## src/rtl/adder_arb_pkg.sv

```systemverilog
// rtl/adder_arb_pkg.sv - shared constants, stage state encoding and id width helper
package adder_arb_pkg;

  localparam int MAX_REQ = 8;
  localparam int DATA_W  = 8;

  typedef enum logic {
    ST_EMPTY = 1'b0,
    ST_FULL  = 1'b1
  } state_t;

  function automatic int id_w(input int n);
    return (n < 2) ? 1 : $clog2(n);
  endfunction

endpackage

```

## src/rtl/adder.sv

```systemverilog
// rtl/adder.sv - shared W-bit ripple-carry adder, sum wraps modulo 2**W
module adder
  import adder_arb_pkg::*;
#(
  parameter int W = DATA_W
) (
  input  logic [W-1:0] i_a,
  input  logic [W-1:0] i_b,
  output logic [W-1:0] o_sum
);

  always_comb begin
    logic c;
    c     = 1'b0;
    o_sum = '0;
    for (int i = 0; i < W; i++) begin
      o_sum[i] = i_a[i] ^ i_b[i] ^ c;
      c        = (i_a[i] & i_b[i]) | (c & (i_a[i] ^ i_b[i]));
    end
  end

endmodule

```

## src/rtl/rr_arbiter.sv

```systemverilog
// rtl/rr_arbiter.sv - round-robin grant search starting at i_ptr, wrapping to 0
module rr_arbiter
  import adder_arb_pkg::*;
#(
  parameter int NUM_REQ = 4,
  parameter int ID_W    = id_w(NUM_REQ)
) (
  input  logic [NUM_REQ-1:0] i_req,
  input  logic               i_enable,
  input  logic [ID_W-1:0]    i_ptr,
  output logic [NUM_REQ-1:0] o_grant,
  output logic [ID_W-1:0]    o_grant_idx,
  output logic               o_any_grant
);

  always_comb begin
    logic [ID_W-1:0] v_idx;
    v_idx       = '0;
    o_grant     = '0;
    o_grant_idx = '0;
    o_any_grant = 1'b0;
    for (int i = 0; i < NUM_REQ; i++) begin
      v_idx = ID_W'((int'(i_ptr) + i) % NUM_REQ);
      if (i_enable && !o_any_grant && i_req[v_idx]) begin
        o_grant[v_idx] = 1'b1;
        o_grant_idx    = v_idx;
        o_any_grant    = 1'b1;
      end
    end
  end

endmodule

```

## src/rtl/adder_share_arb.sv

```systemverilog
// rtl/adder_share_arb.sv - shares one adder among NUM_REQ requesters through a one-entry stage
// ADDER_ARB_PRIO0_EN: requester 0 takes fixed priority over the round-robin search.
module adder_share_arb
  import adder_arb_pkg::*;
#(
  parameter int NUM_REQ = 4,
  parameter int ID_W    = id_w(NUM_REQ)
) (
  input  logic                      clk,
  input  logic                      rst,
  input  logic [NUM_REQ-1:0]        req_valid,
  output logic [NUM_REQ-1:0]        req_ready,
  input  logic [NUM_REQ*DATA_W-1:0] req_op0,
  input  logic [NUM_REQ*DATA_W-1:0] req_op1,
  output logic                      resp_valid,
  input  logic                      resp_ready,
  output logic [DATA_W-1:0]         resp_data,
  output logic [ID_W-1:0]           resp_id
);

  state_t              r_state, w_state_nxt;
  logic [ID_W-1:0]     r_rr_ptr, r_id;
  logic [DATA_W-1:0]   r_op0, r_op1, w_op0, w_op1, w_sum;
  logic [NUM_REQ-1:0]  w_arb_grant, w_grant;
  logic [ID_W-1:0]     w_arb_idx, w_grant_idx;
  logic                w_arb_any, w_accept, w_prio0, w_fire;

  assign w_accept = !rst && ((r_state == ST_EMPTY) || resp_ready);

  rr_arbiter #(.NUM_REQ(NUM_REQ), .ID_W(ID_W)) u_arb (
    .i_req       (req_valid),
    .i_enable    (w_accept),
    .i_ptr       (r_rr_ptr),
    .o_grant     (w_arb_grant),
    .o_grant_idx (w_arb_idx),
    .o_any_grant (w_arb_any)
  );

`ifdef ADDER_ARB_PRIO0_EN
  assign w_prio0 = w_accept && req_valid[0];
`else
  assign w_prio0 = 1'b0;
`endif

  always_comb begin
    w_grant     = w_arb_grant;
    w_grant_idx = w_arb_idx;
    w_fire      = w_arb_any;
    if (w_prio0) begin
      w_grant     = NUM_REQ'(1);
      w_grant_idx = '0;
      w_fire      = 1'b1;
    end
  end

  always_comb begin
    w_op0 = '0;
    w_op1 = '0;
    for (int i = 0; i < NUM_REQ; i++) begin
      if (w_grant[i]) begin
        w_op0 = req_op0[i*DATA_W +: DATA_W];
        w_op1 = req_op1[i*DATA_W +: DATA_W];
      end
    end
  end

  always_ff @(posedge clk) begin
    if (rst) r_state <= ST_EMPTY;
    else     r_state <= w_state_nxt;
  end

  // A drain and a reload in the same cycle keep the stage FULL.
  always_comb begin
    w_state_nxt = r_state;
    case (r_state)
      ST_EMPTY: if (w_fire) w_state_nxt = ST_FULL;
      ST_FULL: begin
        if (w_fire)          w_state_nxt = ST_FULL;
        else if (resp_ready) w_state_nxt = ST_EMPTY;
      end
      default: w_state_nxt = ST_EMPTY;
    endcase
  end

  always_ff @(posedge clk) begin
    if (rst) begin
      r_op0    <= '0;
      r_op1    <= '0;
      r_id     <= '0;
      r_rr_ptr <= '0;
    end else if (w_fire) begin
      r_op0 <= w_op0;
      r_op1 <= w_op1;
      r_id  <= w_grant_idx;
      if (!w_prio0) r_rr_ptr <= ID_W'((int'(w_grant_idx) + 1) % NUM_REQ);
    end
  end

  adder #(.W(DATA_W)) u_adder (
    .i_a   (r_op0),
    .i_b   (r_op1),
    .o_sum (w_sum)
  );

  // Outputs read zero for the whole reset cycle, even before the stage clears.
  assign req_ready  = w_grant;
  assign resp_valid = !rst && (r_state == ST_FULL);
  assign resp_data  = rst ? '0 : w_sum;
  assign resp_id    = rst ? '0 : r_id;

endmodule

```

## config.mk

```make
export PLATFORM = sky130hd
export DESIGN_NAME = adder_share_arb
export DESIGN_NICKNAME = d
export VERILOG_FILES = /design/src/rtl/adder_arb_pkg.sv /design/src/rtl/adder.sv /design/src/rtl/rr_arbiter.sv /design/src/rtl/adder_share_arb.sv
export SDC_FILE = /design/constraint.sdc
export NUM_CORES = 1
export LEC_CHECK = 0
export ABC_CLOCK_PERIOD_IN_PS = 7770
export BUFFER_PORTS_ARGS = -buffer_cell sky130_fd_sc_hd__buf_4
export CORE_MARGIN = 2
export CORE_UTILIZATION = 40
export DETAILED_ROUTE_END_ITERATION = 10
export GPL_TIMING_DRIVEN = 0
export PLACE_DENSITY = 0.76
export SETUP_SLACK_MARGIN = 0.3
export SYNTH_ARGS = -nofsm -noshare
export SYNTH_HDL_FRONTEND = slang
export SYNTH_SLANG_ARGS = --single-unit
export TNS_END_PERCENT = 1
```

## constraint.sdc

```tcl
create_clock -name clk -period 7.77 [get_ports clk]
set_input_delay 1.9425 -clock clk [delete_from_list [all_inputs] [get_ports clk]]
set_output_delay 1.9425 -clock clk [all_outputs]
set_load 0.01 [all_outputs]
```

* After elaboration in Yosys (flattened, before gate mapping)
Index checks and enable logic that the tools add are counted.
Widths: inputs -> output; s select.
** Word-level totals
- Register bits :: 21
- Bits of input ports :: 71
- Logic and storage cells :: 115
** Operators by class
- Add/subtract/negate cells :: 4
- Magnitude comparators :: 8
- Muxes and demuxes :: 42
- Bitwise logic cells :: 38
- Reduce and logical (&&, ||, !) cells :: 18
** Operator list (count)
- $mux 8 :: 9
- $mux 4 :: 4
- $mux 1 :: 15
- $xor 1x1->1 :: 15
- $and 1x1->1 :: 13
- $logic_and 1x1->1 :: 13
- $lt 2x3->1 const B :: 4
- $or 4x4->4 :: 3
- $mux 2 :: 5
- $bmux 1 s2 :: 4
- $demux 1 s2 :: 4
- $ge 2x1->1 const B :: 4
- $or 1x1->1 :: 6
- $add 2x1->2 const B :: 2
- $add 2x2->2 const B :: 2
- $logic_not 1->1 :: 4
- $pmux 1 s2 :: 1
- $logic_or 1x1->1 :: 1
- $not 1->1 :: 1

* Logic depth before layout (Yosys ltp)
- Depth in word-level cells :: 21
- Mapped depth :: 13
- Gate-level depth less buffers :: 13

* By module
A second synthesis with hierarchy kept.
** Second synthesis, totals
- Cell total of the unflattened synthesis :: 209
- Area, all modules :: 1901.8 sq um
** Modules (own cells, without submodules)
- adder_share_arb :: times used 1, cells an instance 130, area each 1177.4 sq um, sequential area each 420.4 sq um
- rr_arbiter :: times used 1, cells an instance 66, area each 549.3 sq um, sequential area each 0.0 sq um
- adder :: times used 1, cells an instance 13, area each 175.2 sq um, sequential area each 0.0 sq um

* Worst setup path before layout
OpenSTA, ideal clock, no wires.
- Path kind :: input -> output
- Start :: input req_valid[3]
- End :: output req_ready[1]
- Arrival time :: 3.626 ns
- Slack :: 2.202 ns
- Cell stages on the path :: 5
- Buffers on the path :: 1
- Path through :: mux4_2 -> or4_4 -> or3_4 -> nand3_4 -> buf_12
** Between the ends
- Longest elaborated chain between the ends :: 16
- Elaborated cells between the ends (all ways) :: 28
- Those cells by class :: 15 x mux; 3 x bitwise; 10 x reduce/logical
** RTL lines
- start, declared :: RTL line adder_share_arb.sv:11 : input logic [NUM_REQ-1:0] req_valid,
- $bmux 1 s2 :: RTL line rr_arbiter.sv:24 : if (i_enable && !o_any_grant && i_req[v_idx]) begin
- $mux 1 (not written as such) :: RTL line rr_arbiter.sv:24
- $logic_and 1x1->1 :: RTL line rr_arbiter.sv:24
- $mux 1 :: RTL line rr_arbiter.sv:24
- $logic_not 1->1 :: RTL line rr_arbiter.sv:24
- $logic_and 1x1->1 (2 in a row) :: RTL line rr_arbiter.sv:24
- $mux 1 :: RTL line rr_arbiter.sv:24
- $logic_not 1->1 :: RTL line rr_arbiter.sv:24
- $logic_and 1x1->1 (2 in a row) :: RTL line rr_arbiter.sv:24
- $mux 1 :: RTL line rr_arbiter.sv:24
- $logic_not 1->1 :: RTL line rr_arbiter.sv:24
- $logic_and 1x1->1 (2 in a row) :: RTL line rr_arbiter.sv:24
- $mux 4 * :: RTL line rr_arbiter.sv:24
- end, declared :: RTL line adder_share_arb.sv:12 : output logic [NUM_REQ-1:0] req_ready,
Every way passes the cells marked *; elsewhere a longest branch is shown, timed or not. The select of a mux whose other input is x is not followed.

* Worst setup path in the final report
- Start :: input req_valid[2]
- End :: output req_ready[3]
Same word-level chain as after synthesis.

==> out/qor.tcl <==
set qor(run_status) {finished clean}
set qor(n_antenna_cell) 0
set qor(rows) 25
set qor(gr-usage-all-layers_pct) 20.5
set qor(maximum_number_of_pins_on_one_net_before_global_route_repair) 12
set qor(max-slew-margin-rel_pct) 49.3
set qor(post-cts-setup-buffer-count) 0
set qor(ff2ff_setup_slack_ns) 4.32
set qor(synthCells) 203
set qor(p_total_mw) 0.651
set qor(first_iter_violations) 78
set qor(layout_common_cells) {sky130_fd_sc_hd__buf_4 (85), sky130_fd_sc_hd__inv_1 (34), sky130_fd_sc_hd__dfxtp_1 (21)}
set qor(holdCritPathClass) {reg2reg}
set qor(number_of_antenna_violations_at_the_first_check_in_global_routing) 0
set qor(power.share.clock_pct) 11.1
set qor(power.density_nw_per_um2) 238
set qor(io_buffers) 85
set qor(deepest_level_of_the_cts_h_tree) 1
set qor(synth_edf_count) 0
set qor(worstSetupEndpoint) {req_ready[3]}
set qor(mappedNetlistNets) 288
set qor(final_layout_size_suffix_gt1_share_pct) 45.5
set qor(setup_violations) 0
set qor(initial_utilization_pct) 41.7
set qor(netlist_top_cells_area) {sky130_fd_sc_hd__dfxtp_1 (21%), sky130_fd_sc_hd__a2111oi_2 (8.4%), sky130_fd_sc_hd__a221oi_2 (7.6%)}
set qor(resized_gates_after_cts) 0
set qor(fin_tns_setup_ns) 0
set qor(cp.required_ns) 5.83
set qor(worst_ir_drop_vdd_mv) 0.120
set qor(synth_seq_cells) 21
set qor(nNetsFinal) 378
set qor(setup.worst_path.start_class) {input port}
set qor(fmax_mhz) 163
set qor(timing.max_cap.violations) 0
set qor(p_int_mw) 0.374
set qor(gpl_wtd_cong) 0.838
set qor(design_area_um2) 2740
set qor(drt_pre_antenna_iters) 4
set qor(wirelength_routed_um) 5610
set qor(first_global_vias) 1841
set qor(multi_input_area_um2) 1320
set qor(floorplan.io_pins) 86
set qor(layout_min_cycle_time_ns) 6.15
set qor(cts_inserted_buffers) 3
set qor(number_of_synthesis_warnings) 0
set qor(fin_util_pct) 57.9
set qor(die_w_um) 74.1
set qor(detailedPlacementHpwl_um) 4360
set qor(netSwitchingFraction_pct) 42.6
set qor(synth_area_per_cell_um2) 9.70
set qor(cp_max_fo) 10
set qor(most_frequently_used_flop_master_after_synthesis) {sky130_fd_sc_hd__dfxtp_1}
set qor(comb_power_share_pct) 64.8
set qor(ys_seq_area_share_pct) 21.4
set qor(clk_latency_ns) 0.26
set qor(cts_sinks) 21
set qor(antenna_left) 0
set qor(die_height_um) 74.1
set qor(rr_endpoint) {r_op0[2]}
set qor(place.detailed.instances) 355
set qor(finalHoldViolations) 0
set qor(critPathLaunch) {req_valid[2]}
set qor(synthArstFlopShare_pct) 0
set qor(total_leakage_power_nw) 1.21
set qor(transition_time_at_the_pin_with_the_least_slew_margin_ns) 0.761
set qor(vias_per_cell) 5.35
set qor(gr_ovfl_total) 0
set qor(total_switching_power_mw) 0.277
set qor(post_synthesis_cell_type_count) 46
set qor(root_buffer_master) {sky130_fd_sc_hd__clkbuf_8}
set qor(timing.critical_path.arrival_ns) 4.21
set qor(pwr-share-seq_pct) 24.1
set qor(grt_pass1_wl_um) 8670
set qor(synthDominantAreaCellType) {sky130_fd_sc_hd__dfxtp_1}
set qor(timing_worst_setup_path_type) {in2out}
set qor(place_area_um2) 2690
set qor(clk_pin_slew_ns) 0.08
set qor(layout.cells.non_filler) 359
set qor(mappedNetlistArea_um2) 1970
set qor(die_area_um2) 5500
set qor(timing_max_transition_violations_final) 0
set qor(clk_path_buf_depth) 2
set qor(tritoncts) {done}
set qor(drc_errors) 0
set qor(grt_setup_unrepaired) {false}
set qor(reg2reg_depth) 9
set qor(sequential_cell_area_um2) 420
set qor(vias) 1919
set qor(worstSetupEndpointType) {output port}
set qor(cts-hold-fix-buffers) 0
set qor(core_area_um2) 4720
set qor(post-synth-top-area-fraction_pct) 21.4
set qor(finalCritPeriodShare_pct) 79.1
set qor(area_growth_syn_to_layout_pct) 39.0
set qor(mostFrequentLayoutCell) {sky130_fd_sc_hd__buf_4}
set qor(fin_skew_ns) 0.00168
set qor(mean_routed_wirelength_per_cell_um) 15.6
set qor(worst_r2r_startpoint) {r_rr_ptr[1]}
set qor(layout.filler_cells) 429
==> per-layer routing <==
metal	vias to the layer above	track usage, %	wire length [um]
met2	51	34.8	2810
li1	946	-	-
met3	0	4.61	274
met4	0	4.24	0
met5	-	0	0
met1	922	26.9	2530
==> area by class of cell <==
class | instances | share of cell area, %
flip-flops and latches | 21 | 15.4
plain buffers | 14 | 3.75
inverters | 34 | 4.67
clock buffers | 4 | 1.65
multi-input cells | 134 | 48.2
well taps | 67 | 3.06
repair buffers | 85 | 23.3
==> synthesized netlist by cell type (4+ instances only) <==
cell type	count
sky130_fd_sc_hd__clkbuf_1	5
sky130_fd_sc_hd__ha_1	8
sky130_fd_sc_hd__mux2i_1	6
sky130_fd_sc_hd__a221oi_2	10
sky130_fd_sc_hd__nor2b_1	8
sky130_fd_sc_hd__nor3_1	4
sky130_fd_sc_hd__fa_1	6
sky130_fd_sc_hd__inv_1	34
sky130_fd_sc_hd__nor2_1	10
sky130_fd_sc_hd__buf_6	4
sky130_fd_sc_hd__a2111oi_1	5
sky130_fd_sc_hd__dfxtp_1	21
sky130_fd_sc_hd__a2111oi_2	11
sky130_fd_sc_hd__a221oi_1	6
sky130_fd_sc_hd__a21oi_1	4
sky130_fd_sc_hd__o22ai_1	16
==> worst max-delay path, cell delays in order <==
cell and delay [ns]:
sky130_fd_sc_hd__buf_4 0.13, sky130_fd_sc_hd__mux4_2 0.55, sky130_fd_sc_hd__and2b_2 0.28, sky130_fd_sc_hd__a22o_2 0.23
sky130_fd_sc_hd__a21oi_2 0.37, sky130_fd_sc_hd__clkbuf_1 0.46, sky130_fd_sc_hd__inv_1 0.08, sky130_fd_sc_hd__buf_4 0.16
==> power groups by stage <==
stage	clock [mW]	sequential, mW	combinational (mW)
after global placement	0	0.158	0.412
after CTS	0.0765	0.156	0.421
after detailed placement	0	0.159	0.419
after global routing	0.0780	0.160	0.462
final	0.0723	0.157	0.422
after floorplan	0	0.154	0.301
==> how the worst min path moves through the flow <==
| stage | end | startpoint | cells past startpoint |
|---|---|---|---|
| global placement | r_id[1] | r_id[1] | 2 |
| detailed placement | r_id[1] | r_id[1] | 2 |
| floorplan | r_id[1] | r_id[1] | 2 |
| global route | r_id[1] | r_id[1] | 2 |
| CTS | r_id[1] | r_id[1] | 2 |
| finish | r_id[1] | r_id[1] | 2 |
==> through the flow <==
stage	hold slack (ns)	setup WS, ns
6_report	0.510	1.62
5_1_grt	0.548	1.52
4_1_cts	0.516	1.63
3_5_place_dp	0.504	1.63
3_3_place_gp	0.497	1.62
2_1_floorplan	0.474	2.20
==> state kept, by name (all words and copies together) (netlist names) <==
| name | count |
|---|---|
| r_id | 2 |
| r_op0 | 8 |
| r_op1 | 8 |
| r_rr_ptr | 2 |
| r_state | 1 |
==> cells by family (layout without fill, tap and decap cells) <==
| logic type | count (synthesis) | count (layout) | share of synthesized area (%) |
|---|---|---|---|
| flip-flops | 21 | 21 | 21.4 |
| buffers and inverters | 48 | 137 | 11.7 |
| XOR/XNOR | 2 | 2 | 0.890 |
| multiplexers | 10 | 10 | 8.01 |
| AND/OR/NAND/NOR | 42 | 42 | 13.4 |
| adder cells (fa/ha/maj) | 14 | 14 | 11.2 |
| AO/OA/AOI/OAI | 66 | 66 | 33.4 |
Note: power is estimated with default switching activity, not from simulation.
